--- config.mk ---
export PLATFORM = sky130hd
export DESIGN_NAME = spi_frame_ctrl
export DESIGN_NICKNAME = d
export VERILOG_FILES = /design/src/rtl/spi_frame_ctrl.sv
export SDC_FILE = /design/constraint.sdc
export NUM_CORES = 1
export LEC_CHECK = 0
export CORE_AREA = 2 2 105 107
export DETAILED_ROUTE_END_ITERATION = 10
export DIE_AREA = 0 0 107 109
export PLACE_DENSITY = 0.7
export RECOVER_POWER = 50
export SYNTH_ARGS = -nofsm -noshare
export SYNTH_HDL_FRONTEND = slang
export SYNTH_SLANG_ARGS = --single-unit
export TNS_END_PERCENT = 30
--- constraint.sdc ---
create_clock -name clk -period 2 [get_ports clk]
set_clock_uncertainty 0.05 [all_clocks]
set_input_delay 0.3 -clock clk [delete_from_list [all_inputs] [get_ports clk]]
set_output_delay 0.3 -clock clk [all_outputs]
set_load 0.01 [all_outputs]
--- src/rtl/spi_frame_ctrl.sv ---
// Frame sequencer for the FFT accelerator: gathers SPI bytes into samples, kicks the FFT,
// then streams the complex results back out through the SPI transmitter.
module spi_frame_ctrl #(
    parameter int N         = 256,
    parameter int BIT_WIDTH = 16,
    parameter int SPI_WIDTH = 8,
    parameter int ADDR_W    = $clog2(N)
) (
    input  logic                   clk,
    input  logic                   reset,
    input  logic                   cs,
    input  logic                   rx_wd,
    input  logic [SPI_WIDTH-1:0]   rx_byte,
    output logic                   mem_we,
    output logic [ADDR_W-1:0]      mem_waddr,
    output logic [BIT_WIDTH-1:0]   mem_wdata,
    output logic                   fft_start,
    input  logic                   fft_done,
    output logic [ADDR_W-1:0]      rd_addr,
    input  logic [2*BIT_WIDTH-1:0] rd_data,
    output logic [2*BIT_WIDTH-1:0] tx_word,
    output logic                   play_back,
    input  logic                   tx_req,
    output logic                   busy,
    output logic                   frame_err
);
    typedef enum logic [1:0] {IDLE, LOAD, FFT, PLAY} state_t;

    localparam logic [ADDR_W-1:0] LAST = ADDR_W'(N - 1);

    state_t                state, state_next;
    logic [2:0]            cs_sync, rx_sync, tx_sync;
    logic                  cs_fall, cs_rise, rx_edge, tx_edge;
    logic [ADDR_W-1:0]     count;
    logic                  phase, last_wr, start_load;
    logic [1:0]            tx_pipe;
    logic [SPI_WIDTH-1:0]  hi_byte;
    logic                  write_fire, abort, play_done;

    // Bits [1:0] are the synchronizer pair, bit [2] holds the previous value for edge detection.
    always_ff @(posedge clk or negedge reset) begin
        if (!reset) begin
            cs_sync <= '0;
            rx_sync <= '0;
            tx_sync <= '0;
        end else begin
            cs_sync <= {cs_sync[1:0], cs};
            rx_sync <= {rx_sync[1:0], rx_wd};
            tx_sync <= {tx_sync[1:0], tx_req};
        end
    end

    assign rx_edge = rx_sync[1] & ~rx_sync[2];
    assign tx_edge = tx_sync[1] & ~tx_sync[2];
    assign cs_fall = ~cs_sync[1] & cs_sync[2];
    assign cs_rise = cs_sync[1] & ~cs_sync[2];

    always_ff @(posedge clk or negedge reset) begin
        if (!reset) state <= IDLE;
        else        state <= state_next;
    end

    // A cs_rise coinciding with the edge that completes the frame is not an abort.
    always_comb begin
        state_next = state;
        write_fire = 1'b0;
        abort      = 1'b0;
        play_done  = 1'b0;
        case (state)
            IDLE: if (cs_fall) state_next = LOAD;
            LOAD: begin
                write_fire = rx_edge && phase && !last_wr;
                abort      = cs_rise && !last_wr && !(write_fire && count == LAST);
                if (abort)        state_next = IDLE;
                else if (last_wr) state_next = FFT;
            end
            FFT:  if (fft_done) state_next = PLAY;
            PLAY: begin
                play_done = tx_edge && rd_addr == LAST;
                if (play_done) state_next = IDLE;
            end
            default: state_next = IDLE;
        endcase
    end

    always_ff @(posedge clk or negedge reset) begin
        if (!reset) begin
            mem_we     <= 1'b0;
            mem_waddr  <= '0;
            mem_wdata  <= '0;
            fft_start  <= 1'b0;
            rd_addr    <= '0;
            tx_word    <= '0;
            play_back  <= 1'b0;
            busy       <= 1'b0;
            frame_err  <= 1'b0;
            count      <= '0;
            phase      <= 1'b0;
            last_wr    <= 1'b0;
            start_load <= 1'b0;
            tx_pipe    <= '0;
            hi_byte    <= '0;
        end else begin
            mem_we    <= 1'b0;
            fft_start <= 1'b0;
            frame_err <= 1'b0;
            busy      <= (state_next != IDLE);
            case (state)
                IDLE: begin
                    if (cs_fall) begin
                        count   <= '0;
                        phase   <= 1'b0;
                        last_wr <= 1'b0;
                    end
                end
                LOAD: begin
                    if (abort) begin
                        frame_err <= 1'b1;
                        phase     <= 1'b0;
                    end else if (last_wr) begin
                        fft_start <= 1'b1;
                        last_wr   <= 1'b0;
                    end else if (rx_edge) begin
                        if (!phase) begin
                            hi_byte <= rx_byte;
                            phase   <= 1'b1;
                        end else begin
                            mem_we    <= 1'b1;
                            mem_waddr <= count;
                            mem_wdata <= BIT_WIDTH'({hi_byte, rx_byte});
                            count     <= count + 1'b1;
                            phase     <= 1'b0;
                            last_wr   <= (count == LAST);
                        end
                    end
                end
                FFT: begin
                    if (fft_done) begin
                        rd_addr    <= '0;
                        start_load <= 1'b1;
                        tx_pipe    <= '0;
                    end
                end
                PLAY: begin
                    // rd_data lags rd_addr by one cycle, so the capture trails tx_edge by two.
                    tx_pipe <= {tx_pipe[0], tx_edge};
                    if (start_load) begin
                        tx_word    <= rd_data;
                        play_back  <= 1'b1;
                        start_load <= 1'b0;
                    end else if (tx_pipe[1]) begin
                        tx_word <= rd_data;
                    end
                    if (play_done) begin
                        play_back <= 1'b0;
                        tx_word   <= '0;
                        rd_addr   <= '0;
                        tx_pipe   <= '0;
                    end else if (tx_edge) begin
                        rd_addr <= rd_addr + 1'b1;
                    end
                end
                default: ;
            endcase
        end
    end
endmodule

==> results.yml, run 1 <==
setup_path:
  crit_path_end_kind: "register"
  crit_buf_inv: 1
  cp_slowest_stage_delay_ns: 0.54
  worstPathMaxFanout: 8
  crit_slowest_cell: "or4b_4"
  crit_type: "reg -> reg"
  cp_top_family: "simple AND/OR/NAND/NOR gates"
  crit_chain: "or4b_4 > a211o_1 > nor3_4 > buf_12 > mux2_2"
  r2r-end: "hi_byte[6]"
  r2r_start: "state[0]"
  cp-start-kind: "register"
  reg2reg_depth: 5
  cp_data_arrival_time_ns: 2.22
  required_ns: 2.19
  r2r_slack_ns: -0.03
min_path:
  min_path_cells: 0
  hold_path_class: "reg -> reg"
  worstHoldEndpoint: "cs_sync[1]"
  worstHoldStart: "cs_sync[0]"
cts:
  numCtsBuffers: 9
  root_buffer: "clkbuf_8"
  cts_tree: "yes"
  clkSinkCount: 101
  path_clk_slew_ns: 0.10
  cts_max_path_buffers: 2
  ctsHtreeMaxLevel: 3
  clk_latency_ns: 0.36
grt:
  antenna_found_initial: 1
  grt-ovfl-total: 0
  grt_first_pass_wirelength_um: 15150
  grt_start_max_net_pins: 36
  grt_use_total: 0.1636
  grt_pass1_vias: 3206
status:
  status: "finished, violations left"
  violations: "setup timing"
flow_run:
  max_cap_viol_count: 0
floorplan:
  io_pins: 115
  row_count: 38
  core-area_um2: 10600
  die_w_um: 107
  dieArea_um2: 11660
  start_util: 0.3912
  die_h_um: 109
drt:
  post_drt_wl_per_cell_um: 14.20
  drtAntennaViolNets: 0
  via_per_inst: 4.949
  first_iter_violations: 140
  vias: 3222
  drc: 0
  firstDrtPassIters: 4
  wirelength_um: 9247
timing:
  finalMaxSlewViolations: 0
  whs_ns: 0.3038
  fin_setup_tns_ns: -0.1769
  rsz0062_at_grt: "yes"
  min_period_ns: 2.029
  min_period_over_period: 1.015
  fmax_ghz: 0.4928
  worst_slew_pin_slew_ns: 0.8563
  setup_ws_ns: -0.02924
  hold_viol: 0
  relSlewSlack: 0.4292
  setup_violations: 7
synthesis:
  synth_top_area_cell: "dfrtp_1"
  netlist_area_um2: 4148
  ys_seq_area_frac: 0.6094
  synthTopCellsByCount: "dfrtp_1, nand2_1, a21oi_1"
  synth_cell_types: 47
  synthCells: 373
  syn_avg_cell_area_um2: 11.12
  synth-seq-cells: 101
  ys_async_sr_fraction: 1.000
  synth_top_area_frac: 0.6094
  ys_top_cells_by_area: "dfrtp_1, mux2_2, nand2_1"
  synth-edff-count: 0
  synth_nets: 421
  yosysMostFrequentCell: "dfrtp_1"
  synth_warnings: 0
  synthFlopType: "dfrtp_1"
placement:
  place_congestion: 0.8986
  io_buffers: 114
  dpl_cell_area_um2: 5644
  hpwlAfterDp_um: 6695
cells_and_area:
  nNetsFinal: 553
  area_delta_synth_final_pct: 41.09
  drive_gt1_frac: 0.1549
  postLayoutCoreUtil: 0.5519
  final_area_um2: 5852
pwr:
  p_leak_uw: 0.002607
  power_density_nw_per_um2: 824.8
  ir_drop_mv: 0.4412
## layer usage
metal,track usage,vias to the layer above,share of wire
li1,-,1569,-
met1,0.2113,1573,0.44
met2,0.2625,76,0.49
met3,0.05260,4,0.063
met4,0.05380,0,0.0071
met5,0,-,0
## cell usage in the layout (no fill, tap or decap), types with 4 or more instances in the layout
master,n
dlygate4sd3_1,10
nand2b_1,9
mux2i_1,5
a21oi_1,41
buf_4,16
mux2_2,31
o21ai_0,7
nand4_1,4
nand3_1,7
nand2_1,81
a31oi_1,4
clkdlybuf4s50_1,104
dfrtp_1,101
nor2_1,8
clkbuf_8,11
## cells by family (layout without fill, tap and decap cells)
group                    count (synthesis)  after routing  share of synthesized area
buffers and inverters                   22            159                    0.02142
other                                    0              1                          0
AO/OA/AOI/OAI                           76             76                     0.1098
AND/OR/NAND/NOR                        135            135                     0.1544
adder cells (fa/ha/maj)                  2              2                   0.006032
flip-flops                             101            101                     0.6094
multiplexers                            37             37                    0.09895
## sequential cells by signal, indices dropped and copies added (netlist names), 2 cells and up
register / count
tx_word: 32
mem_wdata: 16
count: 8
hi_byte: 8
mem_waddr: 8
rd_addr: 8
cs_sync: 3
rx_sync: 3
tx_sync: 3
state: 2
tx_pipe: 2
## cell type report
cell class / count / area [um^2]
Antenna cell: 1 / 2.502
Clock buffer: 11 / 151.4
Clock inverter: 5 / 63.81
Fill cell: 917 / 4751
Inverter: 4 / 17.52
Multi-Input combinational cell: 250 / 1562
Sequential cell: 101 / 2527
Tap cell: 140 / 175.2
Timing Repair Buffer: 139 / 1353
## power breakdown
group / switching (uW) / internal [uW]
registers: 141 / 2320
logic: 372 / 624
clock network: 714 / 659
## worst max path at each step
stage             start    endpoint  slack [ns]  depth (start not counted)
2_1_floorplan  state[0]  hi_byte[0]        -0.1                          4
3_3_place_gp   state[0]  hi_byte[4]       -0.05                          5
4_1_cts        state[0]  hi_byte[3]       -0.04                          5
5_1_grt        state[0]  hi_byte[0]       -0.11                          5
3_5_place_dp   state[0]  hi_byte[0]       -0.06                          5
6_report       state[0]  hi_byte[6]       -0.03                          5
## per-stage QoR
stage | worst slack (ns) | std cells | power, uW
2_1_floorplan | -0.09799 | 373 | 2901
3_5_place_dp | -0.06421 | 632 | 3516
5_1_grt | -0.1078 | 651 | 5083
4_1_cts | -0.04197 | 650 | 4901
3_3_place_gp | -0.04587 | 632 | 3477
6_report | -0.02924 | 651 | 4826
## repair_timing
| item | in CTS | in global routing |
|---|---|---|
| hold endpoints to repair | 33 | 0 |
| buffers inserted | 1 | 0 |
| pin swaps | 1 | 0 |
| hold buffers | 1 | 0 |
| endpoints found under the setup margin | 23 | 38 |
| gates resized for setup | 1 | 3 |
(Power assumes the default switching activity.)
==> run 2: changes to the inputs <==
CORE_AREA = 2 2 78 135   (was 2 2 105 107)
DIE_AREA = 0 0 80 137   (was 0 0 107 109)
PLACE_DENSITY = 0.74   (was 0.7)
SLEW_MARGIN = 20   (was default)
==> results.yml, run 2 (synthesized netlist as in run 1, its figures left out) <==
status:
  status: "finished, violations left"
  violations: "setup timing"
grt:
  antenna_found_initial: 0
  grt_use_total: 0.1872
  grt_pass1_vias: 3432
  grt_start_max_net_pins: 47
  grt_first_pass_wirelength_um: 16040
  grt-ovfl-total: 0
cts:
  ctsHtreeMaxLevel: 3
  path_clk_slew_ns: 0.07
  numCtsBuffers: 9
  cts_tree: "yes"
  clkSinkCount: 101
  root_buffer: "clkbuf_16"
  cts_max_path_buffers: 2
  clk_latency_ns: 0.34
cells_and_area:
  final_area_um2: 5891
  fill_cells: 854
  largestRegisters: "tx_word (32), mem_wdata (16)"
  largest_reg_flops: 32
  nNetsFinal: 554
  area_delta_synth_final_pct: 42.02
  layout_common_cells: "clkdlybuf4s50_1, dfrtp_1, nand2_1"
  antennaDiodeCount: 0
  drive_gt1_frac: 0.1507
  top_register: "tx_word"
  mostFrequentLayoutCell: "clkdlybuf4s50_1"
timing:
  hold_viol: 0
  worst_slew_pin_slew_ns: 1.185
  rsz0062_at_grt: "yes"
  setup_ws_ns: -0.03535
  min_period_over_period: 1.018
  fmax_ghz: 0.4913
  setup_violations: 9
  relSlewSlack: 0.2103
  fin_setup_tns_ns: -0.2495
  min_period_ns: 2.035
  finalMaxSlewViolations: 0
placement:
  place_congestion: 0.8732
  io_buffers: 114
  dpl_cell_area_um2: 5620
  hpwlAfterDp_um: 7084
min_path:
  hold_path_class: "reg -> reg"
  min_path_cells: 0
  worstHoldStart: "cs_sync[0]"
  worstHoldEndpoint: "cs_sync[1]"
setup_path:
  r2r_slack_ns: -0.04
  cp_data_arrival_time_ns: 2.21
  required_ns: 2.17
  reg2reg_depth: 5
  worstPathMaxFanout: 8
  r2r_start: "state[0]"
  crit_type: "reg -> reg"
  cp-start-kind: "register"
  crit_path_end_kind: "register"
  r2r-end: "hi_byte[0]"
floorplan:
  die_h_um: 137
  row_count: 48
  io_pins: 115
  start_util: 0.4211
  die_w_um: 80
  core-area_um2: 9849
  dieArea_um2: 10960
drt:
  post_drt_wl_per_cell_um: 15.05
  vias: 3311
  drtAntennaViolNets: 0
  wirelength_um: 9569
  first_iter_violations: 172
  drc: 0
  via_per_inst: 5.206
  firstDrtPassIters: 4
pwr:
  p_leak_uw: 0.002615
  power_density_nw_per_um2: 860.6
  ir_drop_mv: 0.5366
flow_run:
  max_cap_viol_count: 0
==> run 2: changes by cell type in the layout (fill, tap and decap cells not counted), sizes merged <==
| cell | delta |
|---|---|
| buf | +1 |
| clkdlybuf4s50 | +3 |
| clkbuf | -1 |
| inv | -1 |
| diode | -1 |
| clkinvlp | +3 |
| bufinv | -1 |
| dlygate4sd3 | -3 |
==> run 2: worst max-delay path, stage by stage, from the launching register on <==
cell and delay, ns:
dfrtp_1 0.38, or4b_4 0.54, a211o_1 0.31, nor3_4 0.16
buf_12 0.15, mux2_2 0.33
==> run 2: layout make-up <==
class,count,area (um^2),area share
clock buffers,10,229.0,0.03887
clock inverters,6,47.55,0.008071
inverters,4,17.52,0.002974
multi-input cells,250,1553,0.2636
flip-flops and latches,101,2527,0.4291
well taps,125,156.4,0.02655
repair buffers,140,1360,0.2309
==> run 2: repair_timing <==
item                       4_1_cts  5_1_grt
hold buffers                     1        0
setup endpoints to repair       24       36
pin swaps                        1        0
resized for setup                1        1
hold endpoints to repair        20        0
buffers inserted                 0        1
==> run 2: per-layer routing <==
| layer | track usage | vias up | routed length [um] |
|---|---|---|---|
| met4 | 0.08004 | 0 | 261 |
| met3 | 0.04420 | 21 | 465 |
| met5 | 0 | - | 0 |
| met2 | 0.3398 | 95 | 5324 |
| li1 | - | 1568 | - |
| met1 | 0.2041 | 1627 | 3518 |
==> run 2: power breakdown <==
part	leakage [uW]	internal (uW)	switching, uW	total [uW]
clock	0.000121	850	756	1610
sequential	0.00116	2320	148	2470
combinational	0.00133	624	372	996
total	0.00262	3790	1280	5070
==> run 2: how the worst max path moves through the flow <==
stage	end	depth (start not counted)	startpoint	slack [ns]
detailed placement	hi_byte[6]	5	state[0]	-0.08
finish	hi_byte[0]	5	state[0]	-0.04
floorplan	hi_byte[0]	4	state[0]	-0.1
global placement	hi_byte[2]	5	state[0]	-0.04
global route	hi_byte[0]	5	state[0]	-0.11
CTS	hi_byte[0]	5	state[0]	-0.05
==> run 2: metrics by stage <==
step / total power [uW] / std cells / util / hold slack (ns) / worst slack (ns)
after floorplan: 2901 / 373 / - / -0.04559 / -0.09799
after global placement: 3473 / 618 / 0.5706 / 0.1543 / -0.04196
after detailed placement: 3519 / 618 / 0.5706 / 0.1600 / -0.08050
after CTS: 5148 / 635 / 0.6000 / 0.3011 / -0.05355
after global routing: 5326 / 636 / 0.5981 / 0.3150 / -0.1118
final: 5070 / 636 / 0.5981 / 0.2982 / -0.03535
==> run 3: changes to the inputs <==
CORE_AREA = 2 2 84 126   (was 2 2 78 135)
DIE_AREA = 0 0 86 128   (was 0 0 80 137)
HOLD_SLACK_MARGIN = 0.03   (was default)
==> results.yml, run 3 (synthesized netlist as in run 1, its figures left out) <==
status:
  status: "finished, violations left"
  violations: "setup timing"
cts:
  cts_max_path_buffers: 2
  numCtsBuffers: 9
  clkSinkCount: 101
  cts_tree: "yes"
  clk_latency_ns: 0.34
  path_clk_slew_ns: 0.07
  ctsHtreeMaxLevel: 3
  root_buffer: "clkbuf_16"
  cts_setup_buffers: 0
cells_and_area:
  area_delta_synth_final_pct: 42.38
  layout_common_cells: "dfrtp_1, clkdlybuf4s50_1, nand2_1"
  fill_cells: 801
  top_register: "tx_word"
  final_cells: 625
  largest_reg_flops: 32
  final_area_um2: 5906
  postLayoutCoreUtil: 0.5926
  drive_gt1_frac: 0.1614
  nNetsFinal: 551
  antennaDiodeCount: 0
  mostFrequentLayoutCell: "dfrtp_1"
  largestRegisters: "tx_word (32), mem_wdata (16)"
timing:
  worst_slew_pin_slew_ns: 0.8522
  setup_violations: 10
  relSlewSlack: 0.4319
  hold_viol: 0
  rsz0062_at_grt: "yes"
  fmax_ghz: 0.4946
  finalMaxSlewViolations: 0
  min_period_ns: 2.022
  whs_ns: 0.3013
  setup_ws_ns: -0.02186
  min_period_over_period: 1.011
setup_path:
  cp-start-kind: "register"
  cp_data_arrival_time_ns: 2.19
  crit_type: "reg -> reg"
  required_ns: 2.17
  worstPathMaxFanout: 8
  crit_path_end_kind: "register"
drt:
  firstDrtPassIters: 4
  via_per_inst: 5.168
  post_drt_wl_per_cell_um: 15.19
  drtAntennaViolNets: 0
  drc: 0
  wirelength_um: 9492
  vias: 3230
  first_iter_violations: 192
grt:
  grt_use_total: 0.1842
  grt-ovfl-total: 0
  grt_pass1_vias: 3355
  grt_first_pass_wirelength_um: 15990
  grt_start_max_net_pins: 37
  antenna_found_initial: 0
flow_run:
  max_cap_viol_count: 0
pwr:
  power_uw: 5210
  ir_drop_mv: 0.5062
  power_density_nw_per_um2: 882.2
  p_leak_uw: 0.002636
placement:
  io_buffers: 114
  dp_cells: 608
  dpl_cell_area_um2: 5608
  hpwlAfterDp_um: 6764
  place_congestion: 0.8067
floorplan:
  dieArea_um2: 11010
  io_pins: 115
  die_w_um: 86
  die_h_um: 128
  row_count: 45
  start_util: 0.4162
  core-area_um2: 9966
min_path:
  hold_path_class: "reg -> reg"
-- run 3: changes by cell type in the layout (fill, tap and decap cells not counted), sizes merged --
cell           previous run  this run
clkinv                    1         4
clkbuf                   16        14
dlygate4sd3               7        18
bufinv                    0         1
clkdlybuf4s50           107        96
buf                      20        18
clkinvlp                  4         1
-- run 3: metal layers --
metal / global-route usage / wire, um / vias to the layer above / share of wire
li1: - / - / 1556 / -
met1: 0.2294 / 3778 / 1564 / 0.40
met2: 0.3051 / 5062 / 91 / 0.53
met3: 0.03735 / 383 / 19 / 0.040
met4: 0.08683 / 268 / 0 / 0.028
met5: 0 / 0 / - / 0
-- run 3: repair_timing --
item	in CTS	in global routing
resized for setup	1	7
setup endpoints to repair	23	38
pin swaps	1	0
hold buffers	1	0
hold endpoints to repair	34	0
-- run 3: worst paths after layout --
kind	start	to	slack [ns]	cells after the start
max in group asynchronous	reset	count[5]	0.29	3
max	state[0]	hi_byte[6]	-0.02	5
min	tx_sync[0]	tx_sync[1]	0.30	0
min in group asynchronous	reset	tx_word[17]	0.56	2
max reg2reg	state[0]	hi_byte[6]	-0.02	5
min reg2reg	tx_sync[0]	tx_sync[1]	0.30	0
-- run 3: power by group --
| part | total, uW | switching [uW] | internal, uW |
|---|---|---|---|
| clock network | 1750 | 771 | 977 |
| registers | 2470 | 147 | 2320 |
| logic | 997 | 380 | 617 |
| total | 5210 | 1300 | 3910 |
-- run 3: metrics by stage --
stage,setup TNS [ns],setup WS (ns)
after floorplan,-0.7839,-0.09799
after global routing,-0.9803,-0.1143
after global placement,-0.3104,-0.03939
after detailed placement,-0.6668,-0.07381
final,-0.1308,-0.02186
after CTS,-0.2855,-0.04601
-- run 3: area by class of cell --
type / count / area, um^2 / share of cell area
flip-flops and latches: 101 / 2527 / 0.4280
repair buffers: 137 / 1341 / 0.2271
well taps: 117 / 146.4 / 0.02479
clock inverters: 7 / 73.82 / 0.01250
inverters: 4 / 20.02 / 0.003390
clock buffers: 9 / 225.2 / 0.03814
multi-input cells: 250 / 1572 / 0.2661
-- run 3: worst max-delay path: stages, from the launching register on --
cell and delay [ns]:
dfrtp_1 0.38, or4b_4 0.54, a211o_1 0.31, nor3_4 0.16
buf_12 0.15, mux2_2 0.32
